### config.mk
export PLATFORM = sky130hd
export DESIGN_NAME = perceptron_mac_seq_flat
export DESIGN_NICKNAME = d
export VERILOG_FILES = /design/src/rtl/perceptron_mac_seq_if.sv /design/src/rtl/perceptron_mac_seq.sv /design/src/flat_wrapper.sv
export SDC_FILE = /design/constraint.sdc
export NUM_CORES = 1
export LEC_CHECK = 0
export BUFFER_PORTS_ARGS = -buffer_cell sky130_fd_sc_hd__buf_4
export CAP_MARGIN = 0
export CELL_PAD_IN_SITES_DETAIL_PLACEMENT = 1
export CELL_PAD_IN_SITES_GLOBAL_PLACEMENT = 1
export CORE_ASPECT_RATIO = 0.9
export CORE_MARGIN = 3
export CORE_UTILIZATION = 48
export DETAILED_ROUTE_END_ITERATION = 8
export GPL_TIMING_DRIVEN = 1
export PLACE_DENSITY_LB_ADDON = 0.1
export REMOVE_ABC_BUFFERS = 1
export SETUP_SLACK_MARGIN = 0.3
export SYNTH_ARGS = -nofsm -noshare
export SYNTH_HDL_FRONTEND = slang
export SYNTH_SLANG_ARGS = --single-unit
### constraint.sdc
create_clock -name clk -period 7.8 [get_ports clk]
set_input_delay 0.39 -clock clk [delete_from_list [all_inputs] [get_ports clk]]
set_output_delay 0.39 -clock clk [all_outputs]
set_load 0.05 [all_outputs]
### src/rtl/perceptron_mac_seq_if.sv
// Streaming bus of the sequential perceptron: upstream vector handshake
// (val_i/rdy_o/X_i) and downstream result handshake (val_o/rdy_i/Y_o/acc_o).
// Signal suffixes are from the perceptron's point of view.
interface perceptron_mac_seq_if #(
  parameter int WIDTH  = 8,
  parameter int WWIDTH = 4,
  parameter int N_IN   = 4
);
  localparam int ACC_W = WIDTH + WWIDTH + $clog2(N_IN + 1);

  logic                    val_i;
  logic                    rdy_o;
  logic [N_IN*WIDTH-1:0]   X_i;
  logic                    val_o;
  logic                    rdy_i;
  logic                    Y_o;
  logic signed [ACC_W-1:0] acc_o;

  // Perceptron side
  modport slave (
    input  val_i, X_i, rdy_i,
    output rdy_o, val_o, Y_o, acc_o
  );

  // Producer/consumer side
  modport master (
    output val_i, X_i, rdy_i,
    input  rdy_o, val_o, Y_o, acc_o
  );
endinterface

### src/rtl/perceptron_mac_seq.sv
// Sequential perceptron: computes sign(bias + sum W[i]*X[i]) using a single
// shared multiplier, one product per cycle, between val/rdy stream ports.
// Optional online training is enabled by defining PERCEPTRON_TRAIN_EN
// (adds train_i/t_i ports and a one-cycle weight UPDATE state).
module perceptron_mac_seq #(
  parameter int WIDTH  = 8,
  parameter int WWIDTH = 4,
  parameter int N_IN   = 4
) (
  input  logic                          clk,
  input  logic                          reset,
  input  logic                          cfg_we,
  input  logic [$clog2(N_IN+1)-1:0]     cfg_addr,
  input  logic signed [WWIDTH-1:0]      cfg_data,
`ifdef PERCEPTRON_TRAIN_EN
  input  logic                          train_i,
  input  logic                          t_i,
`endif
  perceptron_mac_seq_if.slave           io
);
  localparam int AW    = $clog2(N_IN + 1);
  localparam int ACC_W = WIDTH + WWIDTH + $clog2(N_IN + 1);
  localparam int PW    = WIDTH + WWIDTH;
  localparam int IW    = $clog2(N_IN);

  typedef enum logic [1:0] {
    S_IDLE,
    S_MAC,
`ifdef PERCEPTRON_TRAIN_EN
    S_DONE,
    S_UPDATE
`else
    S_DONE
`endif
  } state_t;

  state_t                  state_q, state_d;
  logic [IW-1:0]           idx_q, idx_d;
  logic signed [ACC_W-1:0] acc_q, acc_d;
  logic signed [ACC_W-1:0] acc_o_q, acc_o_d;
  logic                    val_o_q, val_o_d;
  logic                    y_q, y_d;
  logic signed [WIDTH-1:0] x_q [N_IN];
  logic signed [WIDTH-1:0] x_d [N_IN];
  logic signed [WWIDTH-1:0] w_q [N_IN];
  logic signed [WWIDTH-1:0] w_d [N_IN];
  logic signed [WWIDTH-1:0] bias_q, bias_d;

  logic                    accept;
  logic                    out_fire;
  logic signed [WIDTH-1:0] x_sel;
  logic signed [WWIDTH-1:0] w_sel;
  logic signed [PW-1:0]    x_ext, w_ext, prod;
  logic signed [ACC_W-1:0] prod_ext, acc_sum, bias_ext;

  // Upstream is only accepted in IDLE and never in a cycle that writes config
  assign io.rdy_o = (state_q == S_IDLE) && !cfg_we;
  assign accept   = io.val_i && io.rdy_o;
  assign out_fire = val_o_q && io.rdy_i;

  assign io.val_o = val_o_q;
  assign io.Y_o   = y_q;
  assign io.acc_o = acc_o_q;

  // Shared multiplier: operands widened first so the product is exact
  assign x_sel    = x_q[idx_q];
  assign w_sel    = w_q[idx_q];
  assign x_ext    = {{(PW-WIDTH){x_sel[WIDTH-1]}}, x_sel};
  assign w_ext    = {{(PW-WWIDTH){w_sel[WWIDTH-1]}}, w_sel};
  assign prod     = w_ext * x_ext;
  assign prod_ext = {{(ACC_W-PW){prod[PW-1]}}, prod};
  assign acc_sum  = acc_q + prod_ext;
  assign bias_ext = {{(ACC_W-WWIDTH){bias_q[WWIDTH-1]}}, bias_q};

`ifdef PERCEPTRON_TRAIN_EN
  localparam logic signed [WWIDTH-1:0] W_MAX = {1'b0, {(WWIDTH-1){1'b1}}};
  localparam logic signed [WWIDTH-1:0] W_MIN = {1'b1, {(WWIDTH-1){1'b0}}};
  localparam logic signed [WWIDTH-1:0] W_ONE = {{(WWIDTH-1){1'b0}}, 1'b1};

  logic                     train_q, train_d;
  logic                     t_q, t_d;
  logic signed [WWIDTH-1:0] w_upd [N_IN];
  logic signed [WWIDTH-1:0] bias_upd;

  // Saturating +/-1 step; en=0 leaves the value untouched
  function automatic logic signed [WWIDTH-1:0] sat_step(
    input logic signed [WWIDTH-1:0] w, input logic en, input logic up);
    logic signed [WWIDTH-1:0] r;
    r = w;
    if (en) begin
      if (up) begin
        if (w != W_MAX) r = w + W_ONE;
      end else begin
        if (w != W_MIN) r = w - W_ONE;
      end
    end
    return r;
  endfunction

  // d*sgn(X[i]) is +1 exactly when X[i] is nonzero and its sign differs from t
  for (genvar gi = 0; gi < N_IN; gi++) begin : g_upd
    assign w_upd[gi] = sat_step(w_q[gi], x_q[gi] != '0, x_q[gi][WIDTH-1] != t_q);
  end
  assign bias_upd = sat_step(bias_q, 1'b1, t_q);
`endif

  // Next-state and datapath updates for the control FSM
  always_comb begin
    state_d = state_q;
    idx_d   = idx_q;
    acc_d   = acc_q;
    acc_o_d = acc_o_q;
    val_o_d = val_o_q;
    y_d     = y_q;
    x_d     = x_q;
    w_d     = w_q;
    bias_d  = bias_q;
`ifdef PERCEPTRON_TRAIN_EN
    train_d = train_q;
    t_d     = t_q;
`endif
    case (state_q)
      S_IDLE: begin
        if (cfg_we) begin
          if (cfg_addr < AW'(N_IN)) begin
            w_d[cfg_addr[IW-1:0]] = cfg_data;
          end else if (cfg_addr == AW'(N_IN)) begin
            bias_d = cfg_data;
          end
        end
        if (accept) begin
          for (int i = 0; i < N_IN; i++) begin
            x_d[i] = io.X_i[i*WIDTH +: WIDTH];
          end
          acc_d   = bias_ext;
          idx_d   = '0;
          state_d = S_MAC;
`ifdef PERCEPTRON_TRAIN_EN
          train_d = train_i;
          t_d     = t_i;
`endif
        end
      end
      S_MAC: begin
        acc_d = acc_sum;
        idx_d = idx_q + IW'(1);
        if (idx_q == IW'(N_IN - 1)) begin
          idx_d   = '0;
          acc_o_d = acc_sum;
          y_d     = !acc_sum[ACC_W-1];
          val_o_d = 1'b1;
          state_d = S_DONE;
        end
      end
      S_DONE: begin
        if (out_fire) begin
          val_o_d = 1'b0;
          state_d = S_IDLE;
`ifdef PERCEPTRON_TRAIN_EN
          if (train_q && (y_q != t_q)) state_d = S_UPDATE;
`endif
        end
      end
`ifdef PERCEPTRON_TRAIN_EN
      S_UPDATE: begin
        for (int i = 0; i < N_IN; i++) begin
          w_d[i] = w_upd[i];
        end
        bias_d  = bias_upd;
        state_d = S_IDLE;
      end
`endif
      default: state_d = S_IDLE;
    endcase
  end

  // State and datapath registers with synchronous active-low reset
  always_ff @(posedge clk) begin
    if (!reset) begin
      state_q <= S_IDLE;
      idx_q   <= '0;
      acc_q   <= '0;
      acc_o_q <= '0;
      val_o_q <= 1'b0;
      y_q     <= 1'b0;
      bias_q  <= '0;
      for (int i = 0; i < N_IN; i++) begin
        x_q[i] <= '0;
        w_q[i] <= '0;
      end
`ifdef PERCEPTRON_TRAIN_EN
      train_q <= 1'b0;
      t_q     <= 1'b0;
`endif
    end else begin
      state_q <= state_d;
      idx_q   <= idx_d;
      acc_q   <= acc_d;
      acc_o_q <= acc_o_d;
      val_o_q <= val_o_d;
      y_q     <= y_d;
      bias_q  <= bias_d;
      x_q     <= x_d;
      w_q     <= w_d;
`ifdef PERCEPTRON_TRAIN_EN
      train_q <= train_d;
      t_q     <= t_d;
`endif
    end
  end

endmodule

### src/flat_wrapper.sv
// flat-port wrapper written by rule: the top's interface ports become plain ports
module perceptron_mac_seq_flat 
#(
  parameter int WIDTH  = 8,
  parameter int WWIDTH = 4,
  parameter int N_IN   = 4
)
  (clk, reset, cfg_we, cfg_addr, cfg_data, io_val_i, io_X_i, io_rdy_i, io_rdy_o, io_val_o, io_Y_o, io_acc_o);
  perceptron_mac_seq_if #(.WIDTH(WIDTH), .WWIDTH(WWIDTH), .N_IN(N_IN)) io_i ();
  input  logic clk;
  input  logic reset;
  input  logic cfg_we;
  input  logic [$clog2(N_IN+1)-1:0] cfg_addr;
  input  logic signed [WWIDTH-1:0] cfg_data;
  input wire logic [$bits(io_i.val_i)-1:0] io_val_i;
  input wire logic [$bits(io_i.X_i)-1:0] io_X_i;
  input wire logic [$bits(io_i.rdy_i)-1:0] io_rdy_i;
  output wire logic [$bits(io_i.rdy_o)-1:0] io_rdy_o;
  output wire logic [$bits(io_i.val_o)-1:0] io_val_o;
  output wire logic [$bits(io_i.Y_o)-1:0] io_Y_o;
  output wire logic [$bits(io_i.acc_o)-1:0] io_acc_o;
  assign io_i.val_i = io_val_i;
  assign io_i.X_i = io_X_i;
  assign io_i.rdy_i = io_rdy_i;
  assign io_rdy_o = io_i.rdy_o;
  assign io_val_o = io_i.val_o;
  assign io_Y_o = io_i.Y_o;
  assign io_acc_o = io_i.acc_o;
  perceptron_mac_seq #(.WIDTH(WIDTH), .WWIDTH(WWIDTH), .N_IN(N_IN)) u_core (.clk(clk), .reset(reset), .cfg_we(cfg_we), .cfg_addr(cfg_addr), .cfg_data(cfg_data), .io(io_i));
endmodule
==> flow_metrics.tcl, run 1 <==
set metrics [dict create \
    outcome "completed" \
    vias 4551 \
    power_density_nw_per_um2 175 \
    io_pins 62 \
    ys_ff_latch 88 \
    yosys.area.top_type "dfxtp_1" \
    worstMarginPinSlew_ps 1150 \
    first_iter_violations 217 \
    die_h_um 107 \
    r2r_setup_slack_ps 2020 \
    dp.cells 824 \
    final_cell_mix "nand2_1 (111), dfxtp_1 (88), inv_1 (70), a21oi_1 (67), buf_4 (64)" \
    yosys_warnings 0 \
    cts_resized 0 \
    slew_violations 0 \
    finalHoldViolCount 0 \
    rsz0062_at_grt "no" \
    ff2ff_path_depth 15 \
    overflow 0 \
    grt_pass1_vias 4768 \
    rows 36 \
    routedWlPerCell_um 16.5 \
    multi_input_area_um2 3300 \
    leakage_nw 2.77 \
    antenna_found_initial 0 \
    area_growth_syn_to_layout_pct 15.5 \
    synth_edf_count 0 \
    path_max_fanout 16 \
    layout_commonest_cell "nand2_1" \
    avgSynthCellArea_um2 8.56 \
    slew_headroom 0.231 \
    numCtsBuffers 9 \
    crit_end "u_core.io.Y_o$_SDFFE_PN0P_" \
    syn_area_um2 5460 \
    cts_buffer_depth 2 \
    layout.cells.non_filler 840 \
    antenna_cells 0 \
    cts_tree "yes" \
    grt_usage 0.230 \
    critPathArrivalTime_ps 6020 \
    die-area_um2 12700 \
    crit_type "flip-flop to flip-flop" \
    grt_pass1_wl_um 23400 \
    start_util 0.498 \
    dp_hpwl_um 10400 \
    antenna_left 0 \
    clk_latency_ps 350 \
    met3_length_um 626 \
    cts.sink_count 88 \
    fin_nets 794 \
    grt_max_degree 76 \
    finalWeightedCongestion 0.833 \
    fin_util 0.576 \
    r2r_end "u_core.io.Y_o$_SDFFE_PN0P_" \
    synth_top_area_frac 0.323 \
    wl_met1_um 6420 \
    routed_wl_um 13800 \
    clkTransAtPathRegs_ps 70 \
    ff_latch_area_um2 1760 \
    root_buffer "clkbuf_16" \
    synth_ff_type "dfxtp_1" \
    fin_crit_ps 5780 \
    vdd_drop_max_mv 0.153 \
    cts_setup_buffers 0 \
    final-setup-viol-count 0 \
    drc 0 \
    final_layout_size_suffix_gt1_frac 0.141 \
    fmaxAchievable_mhz 173 \
    end_kind "flip-flop" \
    holdWs_ps 284 \
    fillers 1337 \
    cts-htree-levels 3 \
    portBuffers 61 \
    min-delay-start "io_X_i[24]" \
    dr_wl_met2_um 6570 \
    clock_skew_ps 6.48 \
    timing.final.crit_share 0.742 \
    hp-class "input port to flip-flop" \
    core_um2 10900 \
    ys_types 52 \
    rr_startpoint "u_core.idx_q[0]$_SDFFE_PN0P_" \
    max_cap_violations 0 \
    start_kind "flip-flop" \
    ys_async_sr_fraction 0 \
    ys_top_cells_by_area "dfxtp_1 (32%), fa_1 (12%), ha_1 (8.0%)" \
    synth_cells 637 \
    avgViaCountPerCell 5.42 \
    critical_path.startpoint "u_core.idx_q[0]$_SDFFE_PN0P_" \
    die_width_um 118 \
    cts_hold_buf 0 \
    cp_data_required_time_ps 8040 \
    seq_area_frac_synth 0.323 \
    highest_layer "met4" \
    dr.pass1.iters 4 \
    tns_ps 0 \
]
## cells in the mapped netlist (all sizes together), types with 3 or more instances
cell and count:
fa 32, nor2b 3, clkbuf 22, inv 71, or3 3, a21oi 67
and2 21, a211oi 7, dfxtp 88, nand2 111, nor2 38, o21ai 31
mux4 11, buf 7, xnor2 8, a31oi 3, ha 35, nor3 6
o21a 3, a21o 5, nand3 19, mux2i 15
## flip-flops by register name (all words and copies together) (netlist names)
signal	flops
u_core.io.acc_o	15
u_core.w_q	16
u_core.io.val_o	1
u_core.io.Y_o	1
u_core.idx_q	2
u_core.acc_q	15
u_core.bias_q	4
u_core.x_q	32
u_core.state_q	2
## worst max-delay path: stages (launching register included)
cell      delay (ps)
dfxtp_1          960
mux2_2           420
o21ai_1          570
nor2_1           170
fa_1             550
fa_1             550
inv_1             50
fa_1             530
inv_1             40
ha_1             330
nor2b_4          150
o31ai_2          280
a211oi_1         180
a221o_1          400
or3_1            350
o2111a_1         150
## layout make-up
type,count,area share
sequential,88,0.280
timing repair buffer,64,0.0762
clock inverter,7,0.0123
multi-input combinational,449,0.524
clock buffer,9,0.0357
inverter,71,0.0423
tap,152,0.0302
## metal layers
layer  GRT usage  vias up
li1            -     2214
met1       0.299     2226
met2       0.388       95
met3      0.0522       16
met4      0.0645        0
met5           0        -
## logic make-up after synthesis
group,synth area share
adder cells (fa/ha/maj),0.198
AO/OA/AOI/OAI,0.141
flip-flops,0.323
XOR/XNOR,0.0174
buffers and inverters,0.0720
multiplexers,0.0764
AND/OR/NAND/NOR,0.173
## worst min path at each step
stage	endpoint	slack (ps)	cells after the start
6_report	u_core.x_q[0]$_SDFFE_PN0P_	280	3
5_1_grt	u_core.x_q[1]$_SDFFE_PN0P_	280	3
4_1_cts	u_core.x_q[0]$_SDFFE_PN0P_	270	3
3_5_place_dp	u_core.x_q[9]$_SDFFE_PN0P_	450	2
3_3_place_gp	u_core.x_q[13]$_SDFFE_PN0P_	440	2
2_1_floorplan	u_core.x_q[21]$_SDFFE_PN0P_	430	2
## report_power, final
group          internal [mW]  switching, mW
combinational         0.0672          0.107
clock                  0.251          0.193
sequential             0.470         0.0142
total                  0.788          0.315
## stage by stage
stage          power, mW  area [µm²]  setup WS (ps)
4_1_cts             1.11        6300           1980
3_5_place_dp       0.666        6000           2000
3_3_place_gp       0.658        6000           2210
2_1_floorplan      0.601        5330           2710
6_report            1.10        6300           2020
5_1_grt             1.16        6300           1690
Power figures use the tool's default switching activity.
==> run 2, diff against run 1 <==
Settings changed: CORE_UTILIZATION 48 to 45.
Clock period 7.8 ns to 5.74 ns, I/O delays scaled along.
==> run 2 against run 1 <==
Register-to-register slack lost 1400 ps. Sequential cell count is the same. Largest power group is now clock. First-iteration DRC count grew 8.3%. Die area grew 6.3%. Via count shrank 1.1%. Setup slack lost 1400 ps. Clock power grew 48%. Critical endpoint unchanged. Core utilization shrank 2.8 points. Fmax grew 12%. Cell area grew 0.95%. Combinational power grew 38%.
==> flow_metrics.tcl, run 2 (same netlist as run 1, synthesis figures left out) <==
set metrics [dict create \
    fillers 1372 \
    placed_area_um2 6020 \
    max_cap_violations 0 \
    total_power_mw 1.56 \
    tns_ps 0 \
    dp.cells 830 \
    overflow 0 \
    hold_depth 3 \
    routedWlPerCell_um 16.7 \
    top_usage_layer "met2" \
    layout.cells.non_filler 846 \
    slew_headroom 0.229 \
    crit_type "flip-flop to flip-flop" \
    rows 37 \
    outcome "completed" \
    root_buffer "clkbuf_16" \
    numCtsBuffers 9 \
    die_h_um 110 \
    path_max_fanout 11 \
    timing.final.crit_share 0.900 \
    cp_data_required_time_ps 5970 \
    clkTransAtPathRegs_ps 60 \
    hp-class "input port to flip-flop" \
    regMostFlops "u_core.x_q" \
    final_cell_mix "nand2_1 (111), dfxtp_1 (87), inv_1 (70), a21oi_1 (67), buf_4 (66)" \
    slew_violations 0 \
    finalWeightedCongestion 0.841 \
    io_pins 62 \
    leakage_nw 2.80 \
    layout_commonest_cell "nand2_1" \
    drc 0 \
    routed_wl_um 14100 \
    antenna_left 0 \
    r2r_setup_slack_ps 570 \
    end_kind "flip-flop" \
    fin_area_um2 6360 \
    final-setup-viol-count 0 \
    use_met1 0.303 \
    start_kind "flip-flop" \
    start_util 0.469 \
    min_to "u_core.x_q[17]$_SDFFE_PN0P_" \
    die_width_um 122 \
    clock_skew_ps 7.85 \
    area_growth_syn_to_layout_pct 16.6 \
    fin_crit_ps 5170 \
    antenna_found_initial 0 \
    min-delay-start "io_X_i[9]" \
    worstMarginPinSlew_ps 1160 \
    fin_nets 796 \
    r2r_end "u_core.io.Y_o$_SDFFE_PN0P_" \
    dp_hpwl_um 10800 \
    rr_startpoint "u_core.idx_q[0]$_SDFFE_PN0P_" \
    ff2ff_path_depth 14 \
    cts_tree "yes" \
    first_iter_violations 235 \
    cts-htree-levels 3 \
    cts_buffer_depth 2 \
    critPathArrivalTime_ps 5400 \
    dr.pass1.iters 4 \
    portBuffers 61 \
    largest_reg_flops 32 \
    cts.sink_count 88 \
    grt_pass1_wl_um 23800 \
    vdd_drop_max_mv 0.170 \
    cts_setup_buffers 0 \
    fmaxAchievable_mhz 194 \
    core_um2 11600 \
    reg_top3 "u_core.x_q: 32 flops, u_core.w_q: 16 flops" \
    rsz0062_at_grt "no" \
    grt_max_degree 76 \
    use_met2 0.358 \
    antenna_cells 0 \
    finalHoldViolCount 0 \
    final_layout_size_suffix_gt1_frac 0.145 \
    avgViaCountPerCell 5.32 \
    grt_pass1_vias 4849 \
    grt_usage 0.220 \
    die-area_um2 13500 \
    vias 4501 \
    power_density_nw_per_um2 245 \
    clk_latency_ps 340 \
    met3_usage 0.0410 \
    holdWs_ps 194 \
    critical_path.startpoint "u_core.idx_q[0]$_SDFFE_PN0P_" \
]
-- run 2: cell types whose count changed in the layout (fill, tap and decap cells not counted), sizes merged --
| cell | before | now |
|---|---|---|
| clkbuf | 9 | 12 |
| clkinv | 3 | 0 |
| buf | 64 | 66 |
| inv | 73 | 71 |
| bufinv | 1 | 2 |
| clkinvlp | 1 | 2 |
-- run 2: cell type report --
type,instances,area (µm²),area share
timing repair buffer,66,495,0.0779
tap,156,195,0.0307
inverter,71,267,0.0419
multi-input combinational,449,3300,0.519
clock inverter,4,75.1,0.0118
sequential,88,1760,0.277
clock buffer,12,267,0.0419
-- run 2: repair_timing --
item | CTS | global route
setup endpoints to repair | 0 | 4
hold buffers | 0 | 0
gates resized for setup | 0 | 1
-- run 2: how the worst max path moves through the flow --
| stage | slack (ps) | end | depth (start not counted) |
|---|---|---|---|
| 3_3_place_gp | 680 | u_core.acc_q[11]$_SDFFE_PN0P_ | 14 |
| 6_report | 570 | u_core.io.Y_o$_SDFFE_PN0P_ | 14 |
| 2_1_floorplan | 650 | u_core.io.Y_o$_SDFFE_PN0P_ | 15 |
| 5_1_grt | 340 | u_core.io.acc_o[14]$_SDFFE_PN0P_ | 14 |
| 3_5_place_dp | 440 | u_core.io.Y_o$_SDFFE_PN0P_ | 14 |
| 4_1_cts | 420 | u_core.io.Y_o$_SDFFE_PN0P_ | 14 |
-- run 2: power by group --
group          total [mW]  internal (mW)  switching, mW
Combinational       0.242         0.0922          0.150
Sequential          0.657          0.639         0.0185
Clock               0.659          0.417          0.242
Total                1.56           1.15          0.410
-- run 2: critical path: stages (launching register included) --
cell      delay, ps
dfxtp_2         420
buf_4           260
mux4_1          640
or2_2           340
fa_1            520
fa_1            560
inv_1            60
fa_1            430
ha_1            380
a21oi_1         190
o21ai_0         150
a21o_1          200
a221o_1         390
or3_1           360
o2111a_1        150
-- run 2: metal layers --
metal | vias up | part of all wire
met5 | - | 0
met4 | 0 | 0.015
met3 | 19 | 0.035
met2 | 93 | 0.47
met1 | 2173 | 0.48
li1 | 2216 | -
-- run 2: stage by stage --
step | utilization | worst slack (ps)
4_1_cts | 0.547 | 418
6_report | 0.548 | 574
5_1_grt | 0.548 | 336
2_1_floorplan | - | 647
3_3_place_gp | 0.518 | 676
3_5_place_dp | 0.518 | 440
